$ cat src/rtl/regfile_port_arbiter.sv
// Write-port arbiter, read bypass and $0 handling between pipeline/debug and a 32x32 register file.
// Also hosts a sequential dump engine that streams every register to the debug unit.
module regfile_port_arbiter #(
    parameter int DATA_W = 32,
    parameter int ADDR_W = 5,
    parameter int NREGS  = 32
) (
    input  logic              clk,
    input  logic              reset,
    input  logic              pl_rd_en,
    input  logic [ADDR_W-1:0] pl_rs,
    input  logic [ADDR_W-1:0] pl_rt,
    input  logic              pl_we,
    input  logic [ADDR_W-1:0] pl_wa,
    input  logic [DATA_W-1:0] pl_wd,
    output logic [DATA_W-1:0] pl_rs_data,
    output logic [DATA_W-1:0] pl_rt_data,
    output logic              pl_rd_valid,
    output logic              pl_stall,
    input  logic              dbg_wr_valid,
    output logic              dbg_wr_ready,
    input  logic [ADDR_W-1:0] dbg_wa,
    input  logic [DATA_W-1:0] dbg_wd,
    input  logic              dbg_dump_start,
    output logic              dbg_dump_busy,
    output logic              dbg_dump_valid,
    input  logic              dbg_dump_ready,
    output logic [ADDR_W-1:0] dbg_dump_idx,
    output logic [DATA_W-1:0] dbg_dump_data,
    output logic [ADDR_W-1:0] rf_a1,
    output logic [ADDR_W-1:0] rf_a2,
    output logic [ADDR_W-1:0] rf_a3,
    output logic [DATA_W-1:0] rf_wd3,
    output logic              rf_we3,
    input  logic [DATA_W-1:0] rf_rd1,
    input  logic [DATA_W-1:0] rf_rd2
);

    typedef enum logic [1:0] {IDLE, ISSUE, WAIT, VALID} state_t;

    localparam logic [ADDR_W-1:0] LAST_IDX = ADDR_W'(NREGS - 1);

    state_t            state_reg, state_next;
    logic [ADDR_W-1:0] idx_reg, idx_next;
    logic              rd_valid_reg;
    logic [DATA_W-1:0] byp_data_reg;
    logic              dump_hit_reg;
    logic [ADDR_W-1:0] dump_idx_reg;
    logic [DATA_W-1:0] dump_data_reg;
    logic              rd_accept;
    logic [DATA_W-1:0] rd_data [2];

    // Pipeline owns the write port whenever it writes; debug only gets idle slots.
    assign dbg_wr_ready = reset & ~pl_we;
    assign rf_a3        = pl_we ? pl_wa : dbg_wa;
    assign rf_wd3       = pl_we ? pl_wd : dbg_wd;
    assign rf_we3       = (pl_we | (dbg_wr_valid & dbg_wr_ready)) & (rf_a3 != '0);

    assign rf_a1     = (state_reg == ISSUE) ? idx_reg : pl_rs;
    assign rf_a2     = pl_rt;
    assign rd_accept = pl_rd_en & (state_reg == IDLE);

    always_ff @(posedge clk or negedge reset) begin
        if (!reset) begin
            rd_valid_reg <= 1'b0;
            byp_data_reg <= '0;
        end else begin
            rd_valid_reg <= rd_accept;
            byp_data_reg <= rf_wd3;
        end
    end

    // The register file returns pre-write data on a same-cycle collision, so each port remembers
    // whether its address matched the write issued alongside the request.
    genvar gi;
    generate
        for (gi = 0; gi < 2; gi++) begin : g_rd
            logic [ADDR_W-1:0] req_addr;
            logic [DATA_W-1:0] rf_data;
            logic [ADDR_W-1:0] addr_reg;
            logic              hit_reg;
            logic [DATA_W-1:0] hold_reg;
            logic [DATA_W-1:0] fresh;

            assign req_addr = (gi == 0) ? pl_rs : pl_rt;
            assign rf_data  = (gi == 0) ? rf_rd1 : rf_rd2;

            always_comb begin
                fresh = rf_data;
                if (addr_reg == '0) begin
                    fresh = '0;
                end else if (hit_reg) begin
                    fresh = byp_data_reg;
                end
            end

            always_ff @(posedge clk or negedge reset) begin
                if (!reset) begin
                    addr_reg <= '0;
                    hit_reg  <= 1'b0;
                    hold_reg <= '0;
                end else begin
                    if (rd_accept) begin
                        addr_reg <= req_addr;
                        hit_reg  <= rf_we3 && (rf_a3 == req_addr);
                    end
                    if (rd_valid_reg) begin
                        hold_reg <= fresh;
                    end
                end
            end

            assign rd_data[gi] = rd_valid_reg ? fresh : hold_reg;
        end
    endgenerate

    assign pl_rs_data  = rd_data[0];
    assign pl_rt_data  = rd_data[1];
    assign pl_rd_valid = rd_valid_reg;

    always_comb begin
        state_next = state_reg;
        idx_next   = idx_reg;
        unique case (state_reg)
            IDLE: begin
                if (dbg_dump_start) begin
                    state_next = ISSUE;
                    idx_next   = '0;
                end
            end
            ISSUE: state_next = WAIT;
            WAIT:  state_next = VALID;
            VALID: begin
                if (dbg_dump_ready) begin
                    if (idx_reg == LAST_IDX) begin
                        state_next = IDLE;
                    end else begin
                        idx_next   = idx_reg + 1'b1;
                        state_next = ISSUE;
                    end
                end
            end
            default: state_next = IDLE;
        endcase
    end

    always_ff @(posedge clk or negedge reset) begin
        if (!reset) begin
            state_reg     <= IDLE;
            idx_reg       <= '0;
            dump_hit_reg  <= 1'b0;
            dump_idx_reg  <= '0;
            dump_data_reg <= '0;
        end else begin
            state_reg    <= state_next;
            idx_reg      <= idx_next;
            dump_hit_reg <= rf_we3 && (rf_a3 == idx_reg);
            if (state_reg == WAIT) begin
                dump_idx_reg <= idx_reg;
                if (idx_reg == '0) begin
                    dump_data_reg <= '0;
                end else if (dump_hit_reg) begin
                    dump_data_reg <= byp_data_reg;
                end else begin
                    dump_data_reg <= rf_rd1;
                end
            end
        end
    end

    assign pl_stall       = (state_reg != IDLE);
    assign dbg_dump_busy  = (state_reg != IDLE);
    assign dbg_dump_valid = (state_reg == VALID);
    assign dbg_dump_idx   = dump_idx_reg;
    assign dbg_dump_data  = dump_data_reg;

endmodule

$ cat config.mk
export PLATFORM = sky130hd
export DESIGN_NAME = regfile_port_arbiter
export DESIGN_NICKNAME = d
export VERILOG_FILES = /design/src/rtl/regfile_port_arbiter.sv
export SDC_FILE = /design/constraint.sdc
export NUM_CORES = 1
export LEC_CHECK = 0
export CORE_AREA = 4 4 135 137
export DETAILED_ROUTE_END_ITERATION = 10
export DIE_AREA = 0 0 139 141
export PLACE_DENSITY = 0.8
export SLEW_MARGIN = 10
export SYNTH_ARGS = -nofsm -noshare
export SYNTH_HDL_FRONTEND = slang
export SYNTH_SLANG_ARGS = --single-unit
$ cat constraint.sdc
create_clock -name clk -period 2.05 [get_ports clk]
set_input_delay 0.205 -clock clk [delete_from_list [all_inputs] [get_ports clk]]
set_output_delay 0.205 -clock clk [all_outputs]
set_load 0.005 [all_outputs]
Word level (Yosys, flattened, before mapping)
Index checks and enable logic that the tools add are counted.

storage, ports and cells
  register bits after elaboration = 154
  bits of input ports = 155
  output and inout bits = 154

cells by class
  add/subtract/negate cells = 1
  eq/ne operators = 10
  muxes and demuxes = 19
  bitwise logic cells = 6
  reduce and logical (&&, ||, !) cells = 12

operators by type and width
  kind                                                    number
  2-to-1 mux 32 bit                                       9
  2-to-1 mux 5 bit                                        5
  == test 5 bit                                           3
  zero test 5 bit                                         3
  case mux 5 bit (2 select lines)                         1
  case mux 2 bit (4 select lines)                         1
  adder 5 x 1 -> 5 bit (second input constant)            1
  == test 5 bit (second input constant)                   1
  nonzero test 5 bit                                      1
  bitwise AND 1 bit                                       4
  == test 2 bit (second input constant)                   2
  2-to-1 mux 2 bit                                        2
  inequality test 2 bit (second input constant)           2
  AND reduction 4 bit                                     1
  nonzero test 2 bit                                      2
  logical AND 1 bit                                       3
  == test 2 x 1 -> 1 bit (second input constant)          1
  zero test 2 bit                                         1
  inequality test 2 x 1 -> 1 bit (second input constant)  1
  AND reduction 2 bit                                     1
  2-to-1 mux 1 bit                                        1
  NOT 1 bit                                               1
  bitwise OR 1 bit                                        1

Logic depth before layout (Yosys ltp)
  depth in word-level cells = 6
  gate-level depth with buffers = 7
  gate-level depth less buffers = 7

Worst setup path after synthesis
Ideal clock, no wire load.

  path type = reg-to-reg
  start point = register state_reg[0]
  end point = register idx_reg[0]
  arrival = 1542 ps
  required time = 1925 ps
  setup slack = 383 ps
  stages on the path, launching flop included = 7
  clock period less this slack = 1667 ps
  cells stage by stage = dfrtp_1 > inv_1 > ha_1 > nand2b_1 > o21ai_0 > a211o_1 > mux2_2

on the way
  longest elaborated chain between the ends = 3
  elaborated cells between the ends (all ways) = 8
  those cells by class = eq/ne (4); mux (1); reduce/logical (3)

RTL lines
  item                                                                  RTL line  text
  from (decl)                                                           43        state_t state_reg, state_next;
  from (signal assigned)                                                155       state_reg <= state_next;
  == test 2 bit or zero test 2 bit (tied branches)                      124       unique case (state_reg)
  inequality test 2 bit (no source line), or another cell as far along  -
  AND reduction 4 bit (no source line)                                  -
  to (signal assigned)                                                  156       idx_reg <= idx_next;
  to (decl)                                                             44        logic [ADDR_W-1:0] idx_reg, idx_next;

Parallel ways exist; a longest one is shown, timed or not.
A chain may end at the register's enable or synchronous reset.

Final worst setup path
  start point = register g_rd[0].addr_reg[2]
  end point = output port pl_rs_data[22]

on the way
  longest elaborated chain between the ends = 3

RTL lines
  item                    RTL line  text
  from (decl)             80        logic [ADDR_W-1:0] addr_reg;
  from (signal assigned)  104       addr_reg <= req_addr;
  zero test 5 bit         90        if (addr_reg == '0) begin
  2-to-1 mux 32 bit       90
  2-to-1 mux 32 bit       -
  to (decl)               16        output logic [DATA_W-1:0] pl_rs_data,

Every way passes these cells.

==> impl_results.md <==
* Most common cell in the synthesized netlist: dfrtp_1
* Max-cap violations at 0
* Warnings, synthesis at 0
* Power Density at ~1200 mW/mm2
* Top achievable clock speed at 425 MHz
* Gr ovfl total at 0
* Core ar. at between 0.015 and 0.02 mm2
* Startpoint Class: register
* Syn-to-layout area delta at 61.3%
* RSZ-0062 raised after global routing: yes
* Post-Route WL at ~25 mm
* Synth area leaders: dfrtp_1 (53%), mux2i_1 (13%), mux2_2 (8.4%), o22ai_1 (8.3%), inv_1 (5.6%)
* Final #Nets at about 1,100
* CP top delay family: simple AND/OR/NAND/NOR gates
* Drt pass-1 iters at 4
* IO Port Bufs at roughly 300
* WS Path Type: register to output port
* Die Span Y at ~140 um
* Failing checks: setup timing
* H-tree Lvls at 4
* Largest net degree at the start of global routing at between 60 and 70
* Skew-Pair Late Insertion Delay at roughly 0.42 ns
* CTS Sinks at between 150 and 200
* Leak at ~5.1 nW
* Gr usage total at 25.0%
* Post-Syn Area at just over 0.007 mm2
* Met1 GRT Util at a little under a third
* Slowest stage delay, CP at around 0.54 ns
* Worst setup margin at -0.302 ns
* WL per Instance at around 21 um
* RD Place Congestion at between 0.8 and 0.9
* Drt first-iter violations at ~290
* Seq/Total Area, Yosys at 53.2%
* Int Pwr at ~9.2 mW
* Sw Share at between 30 and 40%
* Number of synthesized flops with an enable pin at 0
* Ys async rst share at 100%
* NetSw at ~5 mW
* Reg2Reg Setup Slack at 0.20 ns
* Worst EP required at 1.85 ns
* Status: finished with violations
* Io pins at 309
* Die area at approximately 0.020 mm2
* Initial antenna violation count at 0
* Starting density of the core at 42.5%
* Final Hold Vio Count at 0
* Comb power frac at 46.4%
* #FFs+latches synth at around 150
* Library cells used by synthesis at 32
* Clock buffer count from CTS at 17
* Crit path time final at about 2.4 ns
* Skew final at about 0.013 ns
* Ant diodes at 0
* Met2 usage at between 40% and 50%
* Avg Cell Area, Syn at around 12 um2
* Chip Width at about 140 um
* Depth of the worst register-to-register path at 7
* Vias in the first global route at between 6,000 and 7,000
* Clock root cell: clkbuf_16
* Syn_nets at between 700 and 800
* Reg2reg start: g_rd[0].addr_reg[2]$_DFFE_PN0P_
* Crit path cell chain: or4_4 -> o21ai_4 -> buf_12 -> buf_8 -> buf_16 -> o22ai_1 -> buf_2
* GR Layer Usage met3 at approximately 6%
* Max Slew Vio Count at 0
* # rows at between 40 and 50
* DR DRC count at 0
* Clock power frac at a little over a fifth
* Global-route wire length before repair at around 38 mm
* Final Setup Violations at 64
* Yosys top cell area share at between 50 and 60%
* Worst rel slew slack at 44.7%
* Drt via density at roughly 5
* Dominant register cell in the synthesized netlist: dfrtp_1
* CP max-delay cell: or4_4
* CTS Buffer Depth at 2
* Fin crit share at 115%
* Routed vias at 6,180
* DPL Wire Length at between 15 and 20 mm
* Gate Count Post-Synth at slightly above 600
* Seq pwr share at between 30% and 40%
* Fin util at about two thirds
* Grt peak-use layer: met2
* Arr. time, crit path at 2.15 ns
* Post-synth top cells: dfrtp_1 (154), inv_1 (109), mux2i_1 (97)
* Actual slew at the worst max-slew pin at 0.830 ns
* Hold Path Class: input port to asynchronous set/reset pin
* Fill count at roughly 1,300
* TritonCTS clock tree: built
* Max FO, Critical Path at 6
* Reg2reg end: g_rd[0].hold_reg[20]$_DFF_PN0_
* Share of layout cells above drive strength 1 at ~27%
* Max reg flops at between 60 and 70
* Synth area leader: dfrtp_1
* Worst-path clk slew at ~0.06 ns
* Max VDD drop at about 0.7 mV
* Setup TNS at -13.83 ns
* CP Buf/Inv Count at 4
* CP endpoint kind: output port
* Final ANT Viol Nets at 0
## what timing repair did
item / 4_1_cts / 5_1_grt
hold buffers: 1 / 0
gates cloned: 5 / 0
pin swaps: 12 / 10
gates resized for setup: 302 / 25
hold endpoints to repair: 17 / 0
setup endpoints to repair: 69 / 68
buffers inserted: 19 / 7
## power by group through the flow
stage          registers [mW]  logic [mW]  clock network (mW)
2_1_floorplan            4.53        2.46                   0
3_3_place_gp             4.57        6.03                   0
3_5_place_dp             4.64        6.13                   0
4_1_cts                  4.60        6.36                3.02
5_1_grt                  4.71        7.02                3.15
6_report                 4.61        6.54                2.96
## routing by layer
metal / up-vias / part of all wire (%)
met3: 38 / 5.5
met2: 230 / 52
met5: - / 0
li1: 2842 / -
met1: 3070 / 40
met4: 0 / 2.3
## stage by stage
step / hold slack [ns] / cell area [um2] / power [mW] / std cells / setup WS [ns]
5_1_grt: 0.225 / 11700 / 14.9 / 1206 / -0.359
3_3_place_gp: 0.0710 / 10800 / 10.6 / 1147 / -0.0826
6_report: 0.210 / 11700 / 14.1 / 1206 / -0.302
4_1_cts: 0.184 / 11600 / 14.0 / 1202 / -0.321
2_1_floorplan: -0.0906 / 7240 / 6.99 / 620 / 0.383
3_5_place_dp: 0.0705 / 10800 / 10.8 / 1147 / -0.114
## logic make-up (layout without fill, tap and decap cells)
group                      count (synthesis)  in the layout  share of synthesized area (%)
and+or+nand+nor                           25             25                           1.87
muxes                                    155            155                           22.8
xor gates and xnor gates                  17             17                           2.06
buffers and inverters                    152            513                           8.86
adders and majority gates                  8              8                           1.38
DFF                                      154            154                           53.2
AOI/OAI and AO/OA                        109            109                           9.83
## worst max-delay path by stage
stage | slack, ns | from | to | cells past startpoint
after floorplan | 0.38 | state_reg[0]$_DFFE_PN0P_ | idx_reg[0]$_DFFE_PN0P_ | 6
final | -0.30 | g_rd[0].addr_reg[2]$_DFFE_PN0P_ | pl_rs_data[22] | 7
after CTS | -0.32 | g_rd[0].addr_reg[0]$_DFFE_PN0P_ | pl_rs_data[19] | 7
after global routing | -0.36 | g_rd[0].addr_reg[2]$_DFFE_PN0P_ | pl_rs_data[14] | 7
after detailed placement | -0.11 | g_rd[1].addr_reg[1]$_DFFE_PN0P_ | pl_rt_data[28] | 5
after global placement | -0.08 | g_rd[0].addr_reg[2]$_DFFE_PN0P_ | pl_rs_data[6] | 5
## area by class of cell
class / count / area (um2) / share of cell area [%]
clock buffer: 17 / 425 / 3.64
multi-input combinational: 314 / 3110 / 26.6
inverter: 109 / 409 / 3.50
tap: 225 / 282 / 2.41
timing repair buffer: 372 / 3470 / 29.7
clock inverter: 15 / 133 / 1.14
sequential: 154 / 3860 / 33.0
## worst reg2reg max path, stage by stage (launching register included)
cell	delay, ns
dfrtp_1	0.38
or4_4	0.54
o21ai_4	0.16
buf_12	0.14
buf_12	0.16
o22ai_4	0.09
buf_4	0.14
buf_4	0.12
## layout by cell type, fill, tap and decap left out, drive strengths merged
| master | n |
|---|---|
| clkdlybuf4s50 | 236 |
| dfrtp | 154 |
| buf | 127 |
| inv | 118 |
| mux2i | 100 |
| o22ai | 96 |
| mux2 | 55 |
| clkbuf | 19 |
| xor2 | 10 |
| ha | 8 |
| xnor2 | 7 |
| nand3 | 5 |
| and3 | 4 |
| nor2 | 4 |
| o31ai | 4 |
| dlygate4sd2 | 4 |
| clkinv | 4 |
| o21ai | 4 |
| nand4 | 3 |
| nand2 | 3 |
| or4 | 2 |
| nor2b | 2 |
| a22o | 2 |
| clkinvlp | 2 |
| dlymetal6s2s | 2 |
| a21o | 1 |
| nor4 | 1 |
| nand2b | 1 |
| a211o | 1 |
| o41ai | 1 |
| dlygate4sd3 | 1 |
(Power assumes the default switching activity.)
